$ cat src/rtl/hex_parse_pkg.sv
// hex_parse_pkg: shared ASCII constants, error codes and FSM encoding for the hex word parser.
package hex_parse_pkg;

    localparam logic [7:0] CH_0     = 8'h30;
    localparam logic [7:0] CH_9     = 8'h39;
    localparam logic [7:0] CH_UA    = 8'h41;
    localparam logic [7:0] CH_UF    = 8'h46;
    localparam logic [7:0] CH_LA    = 8'h61;
    localparam logic [7:0] CH_LF    = 8'h66;
    localparam logic [7:0] CH_SP    = 8'h20;
    localparam logic [7:0] CH_CR    = 8'h0D;
    localparam logic [7:0] CH_NL    = 8'h0A;
    localparam logic [7:0] CH_COMMA = 8'h2C;

    typedef enum logic [1:0] {
        ERR_OK       = 2'd0,
        ERR_BADCHAR  = 2'd1,
        ERR_OVERFLOW = 2'd2
    } err_e;

    typedef enum logic [1:0] {
        IDLE = 2'd0,
        ACC  = 2'd1,
        SKIP = 2'd2
    } state_e;

endpackage

$ cat src/rtl/hex_char_class.sv
// hex_char_class: classifies one ASCII character as hex digit (with its nibble) or word delimiter.
module hex_char_class
    import hex_parse_pkg::*;
#(
    parameter int ALLOW_LOWER = 1
) (
    input  logic [7:0] ch,
    output logic [3:0] nibble,
    output logic       is_digit,
    output logic       is_delim
);

    logic is_num;
    logic is_up;
    logic is_lo;

    assign is_num   = (ch >= CH_0) && (ch <= CH_9);
    assign is_up    = (ch >= CH_UA) && (ch <= CH_UF);
    assign is_lo    = (ALLOW_LOWER != 0) && (ch >= CH_LA) && (ch <= CH_LF);
    assign is_digit = is_num | is_up | is_lo;
    assign is_delim = (ch == CH_SP) | (ch == CH_CR) | (ch == CH_NL) | (ch == CH_COMMA);
    // 'A'..'F' and 'a'..'f' both have low nibble 1..6, so +9 maps them to 10..15
    assign nibble   = is_num ? ch[3:0] : ch[3:0] + 4'd9;

endmodule

$ cat src/rtl/hex_word_parser.sv
// hex_word_parser: streams ASCII hex characters into words, emitting value, digit count and error status.
module hex_word_parser
    import hex_parse_pkg::*;
#(
    parameter int NUM_DIGITS  = 8,
    parameter int AUTO_EMIT   = 1,
    parameter int ALLOW_LOWER = 1
) (
    input  logic                               CLK,
    input  logic                               RST_N,
    input  logic                               iCLR,
    input  logic [7:0]                         iCHAR,
    input  logic                               iVALID,
    output logic                               oREADY,
    output logic                               oVALID,
    input  logic                               iREADY,
    output logic [4*NUM_DIGITS-1:0]            oD,
    output logic [$clog2(NUM_DIGITS+1)-1:0]    oDIGITS,
    output logic [1:0]                         oERR
);

    localparam int DATA_WIDTH = 4 * NUM_DIGITS;
    localparam int CW         = $clog2(NUM_DIGITS + 1);

    state_e                state, state_n;
    err_e                  code, code_n, emit_err;
    logic [DATA_WIDTH-1:0] acc, acc_n, acc_sh, emit_d;
    logic [CW-1:0]         cnt, cnt_n, cnt_inc, emit_cnt;
    logic [3:0]            nibble;
    logic                  is_digit, is_delim, take, emit;

    hex_char_class #(.ALLOW_LOWER(ALLOW_LOWER)) u_class (
        .ch       (iCHAR),
        .nibble   (nibble),
        .is_digit (is_digit),
        .is_delim (is_delim)
    );

    assign oREADY  = ~oVALID | iREADY;
    assign take    = iVALID & oREADY;
    assign acc_sh  = {acc[DATA_WIDTH-5:0], nibble};
    assign cnt_inc = cnt + CW'(1);

    always_comb begin
        state_n  = state;
        acc_n    = acc;
        cnt_n    = cnt;
        code_n   = code;
        emit     = 1'b0;
        emit_d   = '0;
        emit_cnt = '0;
        emit_err = ERR_OK;
        if (take) begin
            case (state)
                IDLE: begin
                    if (is_digit) begin
                        acc_n   = DATA_WIDTH'(nibble);
                        cnt_n   = CW'(1);
                        state_n = ACC;
                    end else if (!is_delim) begin
                        code_n  = ERR_BADCHAR;
                        state_n = SKIP;
                    end
                end
                ACC: begin
                    if (is_digit && cnt == CW'(NUM_DIGITS)) begin
                        code_n  = ERR_OVERFLOW;
                        state_n = SKIP;
                    end else if (is_digit && AUTO_EMIT != 0 && cnt_inc == CW'(NUM_DIGITS)) begin
                        emit     = 1'b1;
                        emit_d   = acc_sh;
                        emit_cnt = cnt_inc;
                        acc_n    = '0;
                        cnt_n    = '0;
                        state_n  = IDLE;
                    end else if (is_digit) begin
                        acc_n = acc_sh;
                        cnt_n = cnt_inc;
                    end else if (is_delim) begin
                        emit     = 1'b1;
                        emit_d   = acc;
                        emit_cnt = cnt;
                        acc_n    = '0;
                        cnt_n    = '0;
                        state_n  = IDLE;
                    end else begin
                        code_n  = ERR_BADCHAR;
                        state_n = SKIP;
                    end
                end
                SKIP: begin
                    if (is_delim) begin
                        emit     = 1'b1;
                        emit_err = code;
                        code_n   = ERR_OK;
                        acc_n    = '0;
                        cnt_n    = '0;
                        state_n  = IDLE;
                    end
                end
                default: state_n = IDLE;
            endcase
        end
    end

    always_ff @(posedge CLK or negedge RST_N) begin
        if (!RST_N) begin
            state   <= IDLE;
            acc     <= '0;
            cnt     <= '0;
            code    <= ERR_OK;
            oVALID  <= 1'b0;
            oD      <= '0;
            oDIGITS <= '0;
            oERR    <= ERR_OK;
        end else if (iCLR) begin
            state  <= IDLE;
            acc    <= '0;
            cnt    <= '0;
            code   <= ERR_OK;
            oVALID <= 1'b0;
        end else begin
            state <= state_n;
            acc   <= acc_n;
            cnt   <= cnt_n;
            code  <= code_n;
            // result registers only change on emission so they hold under backpressure
            if (emit) begin
                oVALID  <= 1'b1;
                oD      <= emit_d;
                oDIGITS <= emit_cnt;
                oERR    <= emit_err;
            end else if (iREADY) begin
                oVALID <= 1'b0;
            end
        end
    end

endmodule

$ cat config.mk
export PLATFORM = sky130hd
export DESIGN_NAME = hex_word_parser
export DESIGN_NICKNAME = d
export VERILOG_FILES = /design/src/rtl/hex_parse_pkg.sv /design/src/rtl/hex_char_class.sv /design/src/rtl/hex_word_parser.sv
export SDC_FILE = /design/constraint.sdc
export NUM_CORES = 1
export LEC_CHECK = 0
export CAP_MARGIN = 20
export CORE_MARGIN = 3
export CORE_UTILIZATION = 25
export DETAILED_ROUTE_END_ITERATION = 7
export PLACE_DENSITY_LB_ADDON = 0.15
export SETUP_SLACK_MARGIN = 0.4
export SYNTH_ARGS = -nofsm -noshare
export SYNTH_HDL_FRONTEND = slang
export SYNTH_SLANG_ARGS = --single-unit
$ cat constraint.sdc
create_clock -name CLK -period 6.3 [get_ports CLK]
set_clock_uncertainty 0.1 [all_clocks]
set_input_delay 1.26 -clock CLK [delete_from_list [all_inputs] [get_ports CLK]]
set_output_delay 1.26 -clock CLK [all_outputs]
set_load 0.02 [all_outputs]
==> impl_metrics.csv, run 1 <==
group,metric,value,unit
synthesis,synth_seq_cells,79,
timing,setup_ws,1770,ps
setup_path,worstReg2RegStart,"cnt[0]",
timing,hold_slack,383,ps
setup_path,critical_path.cell_chain,"clkdlybuf4s50_1, inv_1, ha_1, or3b_1, nand4b_2, nand2_2, a21oi_1, o31ai_4, buf_4, mux2_2",
setup_path,worst_ep_required_time,6420,ps
synthesis,seq_area_frac_synth,0.465,
setup_path,critical-path-slowest-cell,"sky130_fd_sc_hd__nand2_2",
synthesis,ys.warnings.count,0,
floorplanning,initial_core_util,0.255,
pwr,power.density,227,nW/µm²
floorplanning,core,16600,µm²
clocking,worstSkewPairLatency,340,ps
synthesis,postSynthNetCount,401,
setup_path,r2r_cells,8,
floorplanning,boundaryPins,53,
setup_path,critPathCaptureType,"flop",
layout,most-common-layout-cells,"sky130_fd_sc_hd__dfrtp_1, sky130_fd_sc_hd__clkdlybuf4s50_1, sky130_fd_sc_hd__nor2_1",
synthesis,number_of_flops_mapped_to_enable_cells_by_yosys,0,
synthesis,combinational_family_with_the_most_area_after_synthesis,"compound AO/OA/AOI/OAI gates",
route,post-route-drc-count,0,
placed_design,gpl.final_weighted_congestion,0.756,
clocking,cts_hold_repair.buffers,0,
global_routing,global_route.overflow_total,0,
setup_path,crit_fanout,41,
synthesis,yosys.area_share.simple,0.117,
worst_hold_path,whs_path_depth,1,
layout,layout.cells.most_common,"sky130_fd_sc_hd__dfrtp_1",
setup_path,crit_start,"iCHAR[0]",
run,max_cap_viols,0,
timing,fmaxAchievable,0.221,GHz
timing,timing_worst_slew_pin_value,1020,ps
layout,fraction_of_layout_instances_using_a_drive_strength_above_1,0.145,
timing,sum_of_negative_setup_slack,0,ps
pwr,worst_ir_drop_vdd,0.000126,V
worst_hold_path,hold_path.class,"flop to flop",
worst_hold_path,hold_path_startpoint,"oD[29]",
status,status,"finished clean",
timing,worst_slew_margin_rel,0.321,
clocking,worst_setup_hold_path_clk_slew,60,ps
placed_design,place_hpwl,6820,µm
synthesis,xor_and_xnor_fraction_of_the_mapped_netlist_area,0.00824,
global_routing,antenna_found_initial,0,
layout,antennaDiodeCount,0,
route,drt_pass1_iterations,4,
clocking,cts_repair_resize_count,0,
synthesis,synth_compound_area_frac,0.213,
clocking,cts-buffers-inserted,9,
timing,report.final.setup_viol,0,
synthesis,number_of_unique_standard_cell_types_used_by_synthesis,66,
layout,fillerInstances,1691,
setup_path,critPathArrivalTime,4650,ps
clocking,cts_buffer_depth,2,
setup_path,reg2reg_slack,2920,ps
clocking,cts_root_buffer,"sky130_fd_sc_hd__clkbuf_16",
synthesis,asyncSetResetFlopFracSynth,1.00,
floorplanning,rows,47,
timing,final.period_utilization,0.719,
timing,finalHoldViolations,0,
placed_design,placement.io_buffers,52,
layout,fin_area,5190,µm²
timing,timing_max_transition_violations_final,0,
clocking,cts_tree,"done",
global_routing,grt_util_all_layers,0.123,
route,iter_0_drt_violations,176,
timing,grt_setup_unrepaired,"no",
layout,finalNetCount,434,
synthesis,synth_cells,377,
floorplanning,die_height,136,µm
setup_path,critical_path.reg2reg.endpoint,"oD[13]",
floorplanning,die-area,18600,µm²
pwr,power.static_leakage,2.14,nW
clocking,cts_setup_buffers,0,
clocking,cts-htree-levels,3,
setup_path,crit_path_start_kind,"primary input",
timing,finalCriticalPeriod,4530,ps
floorplanning,die_w,136,µm
route,vias_per_cell,5.02,
global_routing,grt_start_max_net_pins,80,
route,post_drt_wl_per_cell,17.2,µm
synthesis,synthFlopType,"sky130_fd_sc_hd__dfrtp_1",
route,wirelength,10900,µm
clocking,cts.sink_count,79,
synthesis,syn_area_per_cell,11.3,µm²
placed_design,placement.setup.worst_slack,1410,ps
setup_path,timing.setup.critical_path_class,"primary input to flop",
setup_path,cp_slowest_stage_delay,700,ps
worst_hold_path,holdPathEnd,"oD[29]",
global_routing,grt_pass1_wl,18000,µm
synthesis,synth_fa_ha_area_frac,0.0324,
route,via_count,3184,
synthesis,mappedNetlistArea,4250,µm²
placed_design,place_area,4880,µm²
route,drtAntennaViolNets,0,
layout,flow.area_growth_from_synthesis,22.0,%
synthesis,muxShareOfSynthArea,0.107,
global_routing,number_of_global_route_vias_before_repair,3308,
[metal layers]
layer  up-vias  GRT usage  wire length (µm)
met3        16     0.0189               286
met4         0     0.0515               174
met5         -          0                 0
met2        67      0.180              4990
li1       1506          -                 -
met1      1595      0.180              5470
[worst max-delay path by stage]
| stage | end | slack, ps | depth (start not counted) |
|---|---|---|---|
| floorplan | oDIGITS[0] | 2920 | 9 |
| global route | oD[15] | 1530 | 10 |
| global placement | oD[14] | 1490 | 10 |
| CTS | oD[4] | 1770 | 10 |
| finish | oD[4] | 1770 | 10 |
| detailed placement | oD[13] | 1410 | 9 |
[critical path: cells and delay by family]
kind                     cells  cell delay (ps)
AO/OA/AOI/OAI                2              480
multiplexers                 1              400
AND/OR/NAND/NOR              3             1080
adder cells (fa/ha/maj)      1              240
buffers and inverters        3             1120
[layout make-up]
class,count,area (µm²),share of cell area
multi-input combinational,252,2040,0.393
tap,220,275,0.0531
clock inverter,4,47.5,0.00916
timing repair buffer,57,576,0.111
clock buffer,11,233,0.0449
sequential,79,1980,0.381
inverter,11,41.3,0.00796
[cell usage after synthesis, types with 2 or more instances]
cell	n	share of area
sky130_fd_sc_hd__and2_1	2	0.0029
sky130_fd_sc_hd__o22a_1	2	0.0041
sky130_fd_sc_hd__clkbuf_1	14	0.012
sky130_fd_sc_hd__dfrtp_1	79	0.46
sky130_fd_sc_hd__nor4_1	2	0.0029
sky130_fd_sc_hd__buf_4	4	0.0071
sky130_fd_sc_hd__o32ai_1	2	0.0041
sky130_fd_sc_hd__a22o_1	33	0.068
sky130_fd_sc_hd__nand2_1	13	0.011
sky130_fd_sc_hd__a22oi_1	2	0.0035
sky130_fd_sc_hd__nand3b_1	4	0.0071
sky130_fd_sc_hd__a32oi_1	32	0.066
sky130_fd_sc_hd__nand4_1	2	0.0029
sky130_fd_sc_hd__nand3_1	6	0.0071
sky130_fd_sc_hd__mux2_2	29	0.077
sky130_fd_sc_hd__o21ai_0	3	0.0035
sky130_fd_sc_hd__buf_6	6	0.016
sky130_fd_sc_hd__inv_1	11	0.0097
sky130_fd_sc_hd__ha_1	11	0.032
sky130_fd_sc_hd__nor2b_1	3	0.0044
sky130_fd_sc_hd__nor2_1	37	0.033
sky130_fd_sc_hd__mux2_1	8	0.021
sky130_fd_sc_hd__o211ai_1	2	0.0035
sky130_fd_sc_hd__mux2i_1	4	0.0094
sky130_fd_sc_hd__nor3_1	5	0.0059
sky130_fd_sc_hd__buf_2	9	0.011
sky130_fd_sc_hd__a21oi_1	7	0.0082
sky130_fd_sc_hd__and3_1	4	0.0059
sky130_fd_sc_hd__buf_1	2	0.0018
sky130_fd_sc_hd__xnor2_1	3	0.0062
[logic make-up (layout without fill, tap and decap cells)]
kind of cell,Yosys count,count (layout)
mux,41,41
simple gates,91,91
fa+ha+maj,11,11
xor+xnor,4,4
buf+inv,46,83
flops,79,79
compound gates,105,105
[per-stage QoR]
stage / utilization / cells / power, mW
after floorplan: - / 377 / 0.631
after global placement: 0.293 / 618 / 0.672
after detailed placement: 0.293 / 618 / 0.673
after CTS: 0.310 / 633 / 1.19
after global routing: 0.312 / 634 / 1.23
final: 0.312 / 634 / 1.18
[report_power, final]
part	internal (mW)	switching (mW)
clock network	0.304	0.208
logic	0.0472	0.0929
registers	0.516	0.00782
total	0.867	0.309
[state kept, by name, indices dropped and copies added, names as in the netlist]
name	count
code	2
oD	32
acc	32
cnt	4
oERR	2
oVALID	1
state	2
oDIGITS	4
Power figures use the tool's default switching activity.
==> run 2: changes to the inputs <==
==> constraint.sdc (replaced) <==
create_clock -name CLK -period 4.58 [get_ports CLK]
set_clock_uncertainty 0.1 [all_clocks]
set_input_delay 0.916 -clock CLK [delete_from_list [all_inputs] [get_ports CLK]]
set_output_delay 0.916 -clock CLK [all_outputs]
set_load 0.02 [all_outputs]
==> impl_metrics.csv, run 2 (synthesis gave the netlist of run 1 again) <==
group,metric,value,unit
status,status,"finished clean",
clocking,cts_repair_resize_count,0,
floorplanning,die_w,136,µm
setup_path,worst_ep_required_time,4690,ps
run,max_cap_viols,0,
route,via_count,3214,
layout,flow.area_growth_from_synthesis,23.0,%
clocking,cts_setup_buffers,0,
clocking,cts.sink_count,79,
timing,finalCriticalPeriod,3710,ps
route,iter_0_drt_violations,172,
setup_path,crit_fanout,24,
clocking,cts_tree,"done",
timing,grt_setup_unrepaired,"no",
timing,sum_of_negative_setup_slack,0,ps
global_routing,grt_pass1_wl,18100,µm
setup_path,crit_path_start_kind,"primary input",
global_routing,grt_util_all_layers,0.122,
layout,final_cells,641,
setup_path,worstReg2RegStart,"cnt[1]",
setup_path,cp_slowest_stage_delay,560,ps
setup_path,critical-path-slowest-cell,"sky130_fd_sc_hd__clkdlybuf4s50_1",
floorplanning,core,16600,µm²
floorplanning,rows,47,
route,post_drt_wl_per_cell,17.3,µm
layout,most-common-layout-cells,"sky130_fd_sc_hd__dfrtp_1, sky130_fd_sc_hd__clkdlybuf4s50_1, sky130_fd_sc_hd__nor2_1",
placed_design,placement.io_buffers,52,
worst_hold_path,hold_path.class,"primary input to async pin",
global_routing,grt_start_max_net_pins,80,
floorplanning,die_height,136,µm
route,wirelength,11100,µm
clocking,cts_buffer_depth,2,
setup_path,critPathArrivalTime,3820,ps
layout,biggestRegsByFlops,"acc (32), oD (32)",
global_routing,global_route.overflow_total,0,
timing,report.final.setup_viol,0,
timing,fmaxAchievable,0.269,GHz
route,post-route-drc-count,0,
pwr,power.static_leakage,2.17,nW
global_routing,antenna_found_initial,0,
floorplanning,initial_core_util,0.255,
pwr,power.density,304,nW/µm²
pwr,total_switching_power,0.419,mW
global_routing,number_of_global_route_vias_before_repair,3294,
timing,finalHoldViolations,0,
timing,hold_slack,326,ps
floorplanning,die-area,18600,µm²
placed_design,place_hpwl,7310,µm
clocking,worst_setup_hold_path_clk_slew,60,ps
layout,antennaDiodeCount,0,
floorplanning,boundaryPins,53,
timing,timing_worst_slew_pin_value,869,ps
placed_design,placed_cells,624,
setup_path,crit_start,"iCHAR[0]",
clocking,cts_hold_repair.buffers,0,
route,drtAntennaViolNets,0,
setup_path,timing.setup.critical_path_class,"primary input to flop",
pwr,power_frac_seq,0.453,
timing,timing_max_transition_violations_final,0,
clocking,cts_root_buffer,"sky130_fd_sc_hd__clkbuf_16",
setup_path,critical_path.cell_chain,"clkdlybuf4s50_1, inv_1, ha_1, nor4b_4, or4_1, o211ai_2, o31ai_4, buf_4, mux2_2",
route,vias_per_cell,5.01,
pwr,sw_frac_of_total,0.263,
placed_design,gpl.final_weighted_congestion,0.803,
clocking,cts-buffers-inserted,9,
pwr,pwr-share-clk,0.423,
layout,fraction_of_layout_instances_using_a_drive_strength_above_1,0.159,
pwr,power.internal,1.17,mW
pwr,worst_ir_drop_vdd,0.000148,V
timing,final.period_utilization,0.810,
layout,finalNetCount,440,
timing,worst_slew_margin_rel,0.420,
route,drt_pass1_iterations,5,
setup_path,critPathCaptureType,"flop",
pwr,power_frac_comb,0.124,
clocking,worstSkewPairLatency,330,ps
clocking,cts-htree-levels,3,
layout,layout.cells.most_common,"sky130_fd_sc_hd__dfrtp_1",
-- run 2: cell count changes in the layout (fill, tap and decap cells not counted), sizes merged --
cell,delta
clkbuf,+2
bufinv,-1
buf,+6
-- run 2: metrics by stage --
stage          area [µm²]  power [mW]  setup slack [ps]  utilization
2_1_floorplan        4250       0.868              1540            -
3_3_place_gp         4930       0.925               598        0.296
3_5_place_dp         4930       0.927               506        0.296
4_1_cts              5200        1.61               855        0.313
5_1_grt              5230        1.67               713        0.314
6_report             5230        1.59               869        0.314
-- run 2: layout make-up --
type                            instances  area (µm²)
Clock inverter                          3        17.5
Timing Repair Buffer                   63         621
Clock buffer                           13         260
Sequential cell                        79        1980
Fill cell                            1676       11400
Tap cell                              220         275
Multi-Input combinational cell        252        2040
Inverter                               11        41.3
-- run 2: final timing paths --
| check | endpoint | slack, ps | cells past startpoint |
|---|---|---|---|
| setup / recovery | oD[15] | 870 | 9 |
| hold / removal | oD[22] | 330 | 1 |
| setup reg to reg | oD[15] | 1290 | 7 |
| hold reg to reg | oD[30] | 390 | 1 |
| max in group asynchronous | acc[1] | 3470 | 2 |
| min in group CLK | oD[30] | 390 | 1 |
-- run 2: per-layer routing --
metal  vias to the layer above  global-route usage  routed length (µm)
li1                       1516                   -                   -
met1                      1625               0.176                5490
met2                        66               0.184                5100
met3                         7              0.0266                 383
met4                         0              0.0353                  87
met5                         -                   0                   0
-- run 2: critical path, delay by kind of cell --
family / cells / cell delay (ps)
and+or+nand+nor: 2 / 550
muxes: 1 / 380
adders and majority gates: 1 / 250
buffers and inverters: 3 / 1010
AOI/OAI and AO/OA: 2 / 680
-- run 2: power groups by stage --
| stage | Clock (mW) | Sequential (mW) | Combinational, mW |
|---|---|---|---|
| after floorplan | 0 | 0.731 | 0.137 |
| after global placement | 0 | 0.733 | 0.193 |
| after detailed placement | 0 | 0.733 | 0.194 |
| after CTS | 0.692 | 0.720 | 0.195 |
| after global routing | 0.728 | 0.721 | 0.218 |
| final | 0.673 | 0.720 | 0.197 |
